File: config.mk
export PLATFORM = sky130hd
export DESIGN_NAME = mac_result_requant
export DESIGN_NICKNAME = d
export VERILOG_FILES = /design/src/rtl/mac_result_requant.sv
export SDC_FILE = /design/constraint.sdc
export NUM_CORES = 1
export LEC_CHECK = 0
export CAP_MARGIN = 0
export CORE_ASPECT_RATIO = 0.9
export CORE_MARGIN = 5
export CORE_UTILIZATION = 55
export DETAILED_ROUTE_END_ITERATION = 8
export DONT_BUFFER_PORTS = 1
export PLACE_DENSITY = 0.69
export RECOVER_POWER = 50
export SETUP_SLACK_MARGIN = 0.1
export SKIP_CTS_REPAIR_TIMING = 1
export SLEW_MARGIN = 0
export SYNTH_ARGS = -nofsm -noshare
export SYNTH_HDL_FRONTEND = slang
export SYNTH_SLANG_ARGS = --single-unit
File: constraint.sdc
create_clock -name clk -period 2.7 [get_ports clk]
set_input_delay 0.405 -clock clk [delete_from_list [all_inputs] [get_ports clk]]
set_output_delay 0.405 -clock clk [all_outputs]
set_load 0.05 [all_outputs]
File: src/rtl/mac_result_requant.sv
// mac_result_requant
//
// Downstream stage of the iterative MAC. It gathers the 32-bit accumulator
// that arrives one byte per cycle, MSB first, and requantises it to a signed
// int8 activation: arithmetic right shift, optional ReLU, then saturation.
// Results are buffered in a small circular FIFO that a valid/ready consumer
// drains.
//
// Build option:
//   REQUANT_ROUND_EN  defined   -> round half up: 1<<(shift-1) is added
//                                  before the shift (nothing when shift=0).
//                     undefined -> truncating (floor) arithmetic shift,
//                                  with no rounding adder.
//
// Parameters:
//   FIFO_DEPTH  output FIFO entries (power of two, >= 2)
//   SHIFT_W     width of the shift amount
//
// Ports:
//   clk        clock
//   rst_n      synchronous active-low reset
//   in_byte    accumulator byte, first byte is acc[31:24]
//   in_valid   high for 4 consecutive cycles per word
//   shift      right-shift amount, sampled with the 4th byte
//   relu       clamp negative results to 0, sampled with the 4th byte
//   out_data   FIFO head, signed int8 (registered storage)
//   out_valid  FIFO not empty
//   out_ready  consumer accepts out_data on out_valid && out_ready
//   overflow   sticky: a finished word was dropped on a full FIFO
//   frame_err  sticky: in_valid dropped before a word was complete

module mac_result_requant #(
    parameter int FIFO_DEPTH = 4,
    parameter int SHIFT_W    = 5
) (
    input  logic               clk,
    input  logic               rst_n,
    input  logic [7:0]         in_byte,
    input  logic               in_valid,
    input  logic [SHIFT_W-1:0] shift,
    input  logic               relu,
    output logic [7:0]         out_data,
    output logic               out_valid,
    input  logic               out_ready,
    output logic               overflow,
    output logic               frame_err
);

    localparam int AW = $clog2(FIFO_DEPTH);

    // Collector states, kept as plain constants for compatibility with the
    // existing encoding.
    localparam logic [1:0] IDLE = 2'd0;
    localparam logic [1:0] B1   = 2'd1;
    localparam logic [1:0] B2   = 2'd2;
    localparam logic [1:0] B3   = 2'd3;

    localparam logic [AW:0] PTR_ONE = (AW+1)'(1);

    // ------------------------------------------------------------------
    // Byte collector
    // ------------------------------------------------------------------
    logic [1:0]         state;
    logic [31:0]        acc;
    logic [SHIFT_W-1:0] shift_q;
    logic               relu_q;
    logic               pend;

    // acc is a byte shift register: after four accepted bytes the first one
    // sits in acc[31:24]. A back-to-back word may shift its first byte in on
    // the same edge that writes the previous result, because the FIFO write
    // uses the pre-edge acc value.
    always_ff @(posedge clk) begin
        if (!rst_n) begin
            state     <= IDLE;
            acc       <= '0;
            shift_q   <= '0;
            relu_q    <= 1'b0;
            pend      <= 1'b0;
            frame_err <= 1'b0;
        end else begin
            // pend lives for exactly one cycle: the requant stage always
            // consumes it on the following edge.
            pend <= 1'b0;
            case (state)
                IDLE: begin
                    if (in_valid) begin
                        acc   <= {acc[23:0], in_byte};
                        state <= B1;
                    end
                end
                B1: begin
                    if (in_valid) begin
                        acc   <= {acc[23:0], in_byte};
                        state <= B2;
                    end else begin
                        frame_err <= 1'b1;
                        state     <= IDLE;
                    end
                end
                B2: begin
                    if (in_valid) begin
                        acc   <= {acc[23:0], in_byte};
                        state <= B3;
                    end else begin
                        frame_err <= 1'b1;
                        state     <= IDLE;
                    end
                end
                B3: begin
                    if (in_valid) begin
                        acc     <= {acc[23:0], in_byte};
                        shift_q <= shift;
                        relu_q  <= relu;
                        pend    <= 1'b1;
                        state   <= IDLE;
                    end else begin
                        frame_err <= 1'b1;
                        state     <= IDLE;
                    end
                end
                default: state <= IDLE;
            endcase
        end
    end

    // ------------------------------------------------------------------
    // Requantisation (33-bit signed so the rounding add cannot wrap)
    // ------------------------------------------------------------------
    logic signed [32:0] wide;
    logic signed [32:0] sum;
    logic signed [32:0] shifted;
    logic signed [32:0] r;
    logic [7:0]         sat;

`ifdef REQUANT_ROUND_EN
    localparam logic [SHIFT_W-1:0] SH_ONE = SHIFT_W'(1);
    logic [SHIFT_W-1:0] shift_m1;
    logic signed [32:0] round_term;

    always_comb begin
        shift_m1   = shift_q - SH_ONE;
        round_term = '0;
        if (shift_q != '0) begin
            round_term = 33'sd1 <<< shift_m1;
        end
    end
`endif

    always_comb begin
        wide = $signed({acc[31], acc});
`ifdef REQUANT_ROUND_EN
        sum = wide + round_term;
`else
        sum = wide;
`endif
        shifted = sum >>> shift_q;

        r = shifted;
        if (relu_q && shifted[32]) begin
            r = '0;
        end

        if (r > 33'sd127) begin
            sat = 8'h7F;
        end else if (r < -33'sd128) begin
            sat = 8'h80;
        end else begin
            sat = r[7:0];
        end
    end

    // ------------------------------------------------------------------
    // Output FIFO
    // ------------------------------------------------------------------
    logic [7:0]  mem [FIFO_DEPTH];
    logic [AW:0] wr_ptr;
    logic [AW:0] rd_ptr;
    logic        full;
    logic        empty;
    logic        pop;
    logic        push;

    always_comb begin
        empty = (wr_ptr == rd_ptr);
        full  = (wr_ptr[AW] != rd_ptr[AW]) &&
                (wr_ptr[AW-1:0] == rd_ptr[AW-1:0]);
        pop   = out_ready && !empty;
        // When full, a simultaneous pop frees the head slot, which is the
        // same slot the write pointer addresses, so the push can proceed.
        push  = pend && (!full || pop);
    end

    // Storage is cleared on reset so out_data reads 0 after reset.
    always_ff @(posedge clk) begin
        if (!rst_n) begin
            for (int unsigned i = 0; i < FIFO_DEPTH; i++) begin
                mem[i] <= '0;
            end
            wr_ptr   <= '0;
            rd_ptr   <= '0;
            overflow <= 1'b0;
        end else begin
            if (push) begin
                mem[wr_ptr[AW-1:0]] <= sat;
                wr_ptr              <= wr_ptr + PTR_ONE;
            end
            if (pop) begin
                rd_ptr <= rd_ptr + PTR_ONE;
            end
            if (pend && full && !pop) begin
                overflow <= 1'b1;
            end
        end
    end

    assign out_data  = mem[rd_ptr[AW-1:0]];
    assign out_valid = !empty;

endmodule

# After elaboration in Yosys (flattened, before gate mapping)
# Memory sizes are Yosys's and may differ from the RTL's. A register that Yosys moved wholly into a read port is not among the register bits.
# Cells that the tools add are included.
# Widths: inputs -> output; s select.
# word_totals
register_bits	49
latchBits	0
ramBits	32
mem_bits_ro	0
out_inout_bits	11
word_cells	60
n_memories	1
# memory_table
name	depth	width	rd	rd_ports_with_merged_regs	write_ports	line_no	rtl
mem	4	8	1	1	4	176	logic [7:0] mem [FIFO_DEPTH];
# op_classes
addsub	2
n_mul	0
n_div	0
magnitude_cmp	2
n_eq_ne	8
n_shift	1
mux	19
n_bitwise	1
n_reduce_logical	17
# op_table
op	count
$mux 32	2
$gt 33x8->1 const B	1
$lt 33x8->1 const B	1
$mux 33	1
$sshr 32x5->33	1
$mux 8	3
$mux 2	6
$pmux 2 s4	1
$reduce_or 8->1	1
$add 3x1->3 const B	2
$logic_and 1x1->1	6
$mux 1	6
$reduce_and 2->1	3
$eq 2x2->1 const B	2
$reduce_or 4->1	1
$eq 3x3->1	1
$logic_not 1->1	3
$reduce_or 3->1	1
$eq 2x1->1 const B	1
$eq 2x2->1	1
$logic_not 2->1	1
$ne 2x1->1 const B	1
$ne 2x2->1 const B	1
$logic_or 1x1->1	1
other kinds (2)	2

# Depth between registers and ports, before layout
# logic_depth
depth_word	10
depth_mapped	13
mapped_depth_nobuf	8

# Worst setup path after synthesis
# OpenSTA, ideal clock, no wires.
# synth_path
path_type	flip-flop to flip-flop
startpoint	register shift_q[0]
endpoint	memory mem[0][1], data pin
arrival_time_ns	2.621
t_required_ns	2.442
path_slack_ns	-0.179
stages_incl_launch_ff	11
path_buffers	3
period_less_slack_ns	2.879
path_cell_list	dfxtp_1 buf_6 buf_8 mux4_2 mux4_2 nor4_2 nand4_1 a2111o_1 buf_6 a21oi_4 nor2_1
# synth_lines
item	line_no	rtl
start, declared	65	logic [SHIFT_W-1:0] shift_q;
start signal, assigned	113	shift_q <= shift;
end, declared	176	

==> results.json <==
{
  "violations": "negative setup slack",
  "drt-initial-drc-count": 656,
  "via_count": 5325,
  "grt_antenna_before_repair": 0,
  "drt-total-wl_um": 18300,
  "synth_edf_count": 32,
  "netlist_area_um2": 6080,
  "hp-class": "primary input to register",
  "synth.area.top_cells": "mux4_2, dfxtp_1, edfxtp_1",
  "r2r_setup_slack_ns": -0.39,
  "synthCells": 578,
  "die_w_um": 121,
  "synth_ff_type": "dfxtp_1",
  "stdcell_count": 830,
  "status": "finished with violations",
  "finalHoldViolCount": 0,
  "via_per_inst": 6.42,
  "max_freq_mhz": 324,
  "dp.cells": 808,
  "power_leakage_nw": 2.96,
  "root_buffer": "clkbuf_16",
  "crit_path_top_delay_cell": "o211ai_1",
  "p_per_area_nw_per_um2": 397,
  "diodes": 0,
  "synth_top_area_share_pct": 17.4,
  "reg2reg_from": "shift_q[0]",
  "grt_pass1_wl_um": 28800,
  "cts_tree": "yes",
  "h-tree-depth": 3,
  "cp.required_ns": 2.79,
  "crit_type": "register to register",
  "ios": 29,
  "path_buf_inv": 3,
  "clock_sinks": 83,
  "grt_max_degree": 55,
  "r2r-end": "mem[1][1]",
  "maxCapViolCount": 0,
  "area_growth_pct": 25.6,
  "fin_crit_sh_pct": 114,
  "async_flop_share_pct": 0,
  "endpoint_kind": "register",
  "synth_most_common_cell": "mux2i_1",
  "clk_pin_slew_ns": 0.06,
  "die_y_um": 110,
  "postSynthAreaPerCell_um2": 10.5,
  "setup_ws_ns": -0.388,
  "num_rows": 36,
  "die_area_um2": 13300,
  "insertion_delay_ns": 0.34,
  "crit_arrival_ns": 3.18,
  "critical_path_depth": 11,
  "drt-wirelength-per-cell_um": 22.0,
  "reg2reg_depth": 11,
  "path_cells": "buf_12, mux2_2, o211ai_1, buf_4, nand2_1, a221oi_2, nand3_1, a2111o_1, buf_12, a21oi_4, nor2_1",
  "tns_ns": -10.08,
  "cpPeakStageDelay_ns": 0.47,
  "hold_start": "rst_n",
  "first_pass_iters": 5,
  "syn_nets": 598,
  "initial_utilization_pct": 56.3,
  "setup_viol": 28,
  "yosysUniqueCellTypes": 71,
  "overflow": 0,
  "drtAntennaViolNets": 0,
  "numCtsBuffers": 9,
  "dp_hpwl_um": 13400,
  "core-area_um2": 10800,
  "ys_warn_count": 0,
  "ir_worst_vdd_mv": 0.607,
  "grt.total_usage_pct": 28.2,
  "critical-path-top-delay-family": "compound AO/OA/AOI/OAI gates",
  "critPathMaxFanout": 10,
  "slew_violations": 0,
  "portBuffers": 0,
  "grt_pass1_vias": 5284,
  "synth_common_cells": "mux2i_1, dfxtp_1, nor2b_1, mux4_2, nor2_1",
  "synth-seq-cells": 83,
  "gp_congestion": 0.983,
  "rsz0062_at_grt": "yes",
  "drc_errors": 0,
  "min_path_cells": 1,
  "synth_area_leader_cell": "mux4_2",
  "min_period_ns": 3.09,
  "worstMarginPinSlew_ns": 0.624,
  "fin_skew_ns": 0.00881,
  "drive_above_1_share_pct": 37.6,
  "cpMostUsedCell": "buf_12",
  "cts_buffer_depth": 2,
  "cp-start-kind": "register",
  "nets": 713,
  "relSlewSlack_pct": 57.2,
  "yosysSeqAreaShare_pct": 32.6
}
[routing by layer]
layer	vias up	wire length, µm	track usage (%)
met1	2636	7880	39.1
li1	2426	-	-
met3	26	1300	5.25
met4	0	358	7.44
met5	-	0	0
met2	237	8760	45.8
[cells in the final DEF (no fill, tap or decap), types with 13 or more instances in the layout]
cell | synthesis | routed
clkbuf_1 | 24 | 13
mux2i_1 | 62 | 61
nor2_1 | 39 | 37
a21oi_1 | 27 | 22
buf_4 | 8 | 124
dfxtp_1 | 51 | 47
nand2_1 | 37 | 35
mux4_2 | 47 | 47
o21ai_0 | 18 | 16
edfxtp_1 | 32 | 32
nor2b_1 | 50 | 50
mux2_2 | 18 | 18
[worst max path at each step]
stage                     slack [ns]        from         to
final                          -0.39  shift_q[0]  mem[1][1]
after global routing           -0.52  shift_q[0]  mem[1][5]
after CTS                      -0.49  shift_q[0]  mem[0][3]
after detailed placement       -0.47  shift_q[0]  mem[0][3]
after global placement         -0.45  shift_q[0]  mem[0][3]
after floorplan                -0.13  shift_q[0]  mem[0][1]
[cells by family (layout without fill, tap and decap cells)]
family          after synthesis  in the layout  share of synthesized area [%]
simple gates                187            187                           16.2
mux                         129            129                           31.8
compound gates              112            112                           13.0
flops                        83             83                           32.6
buf+inv                      57            176                           4.86
xor+xnor                      8              8                           1.15
fa+ha+maj                     2              2                          0.411
[power by group]
group          total (mW)  switching (mW)  leakage [nW]  internal (mW)
Sequential           1.36          0.0339         0.747           1.33
Combinational       0.349           0.176          2.06          0.172
Clock                1.32           0.495         0.159          0.824
[sequential cells by signal, indices dropped and copies added (netlist names), named ones only]
name,count
shift_q,5
acc,32
state,2
rd_ptr,3
overflow,1
pend,1
wr_ptr,3
frame_err,1
mem,32
relu_q,1
[cell type report]
class,instances,area (µm²)
Timing Repair Buffer,156,1220
Sequential cell,83,1990
Clock inverter,3,43.8
Tap cell,133,166
Clock buffer,12,279
Inverter,5,18.8
Multi-Input combinational cell,438,3920
Fill cell,820,3170
[stage by stage]
stage / hold WS (ns) / setup WS, ns / area (µm²) / util [%] / power, mW
after floorplan: 0.448 / -0.129 / 6090 / - / 1.63
after global placement: 0.460 / -0.451 / 7150 / 66.1 / 1.72
after detailed placement: 0.474 / -0.472 / 7150 / 66.1 / 1.73
after CTS: 0.172 / -0.490 / 7470 / 69.1 / 3.05
after global routing: 0.183 / -0.518 / 7640 / 70.7 / 3.14
final: 0.190 / -0.388 / 7640 / 70.7 / 3.03
Power figures use the tool's default switching activity.
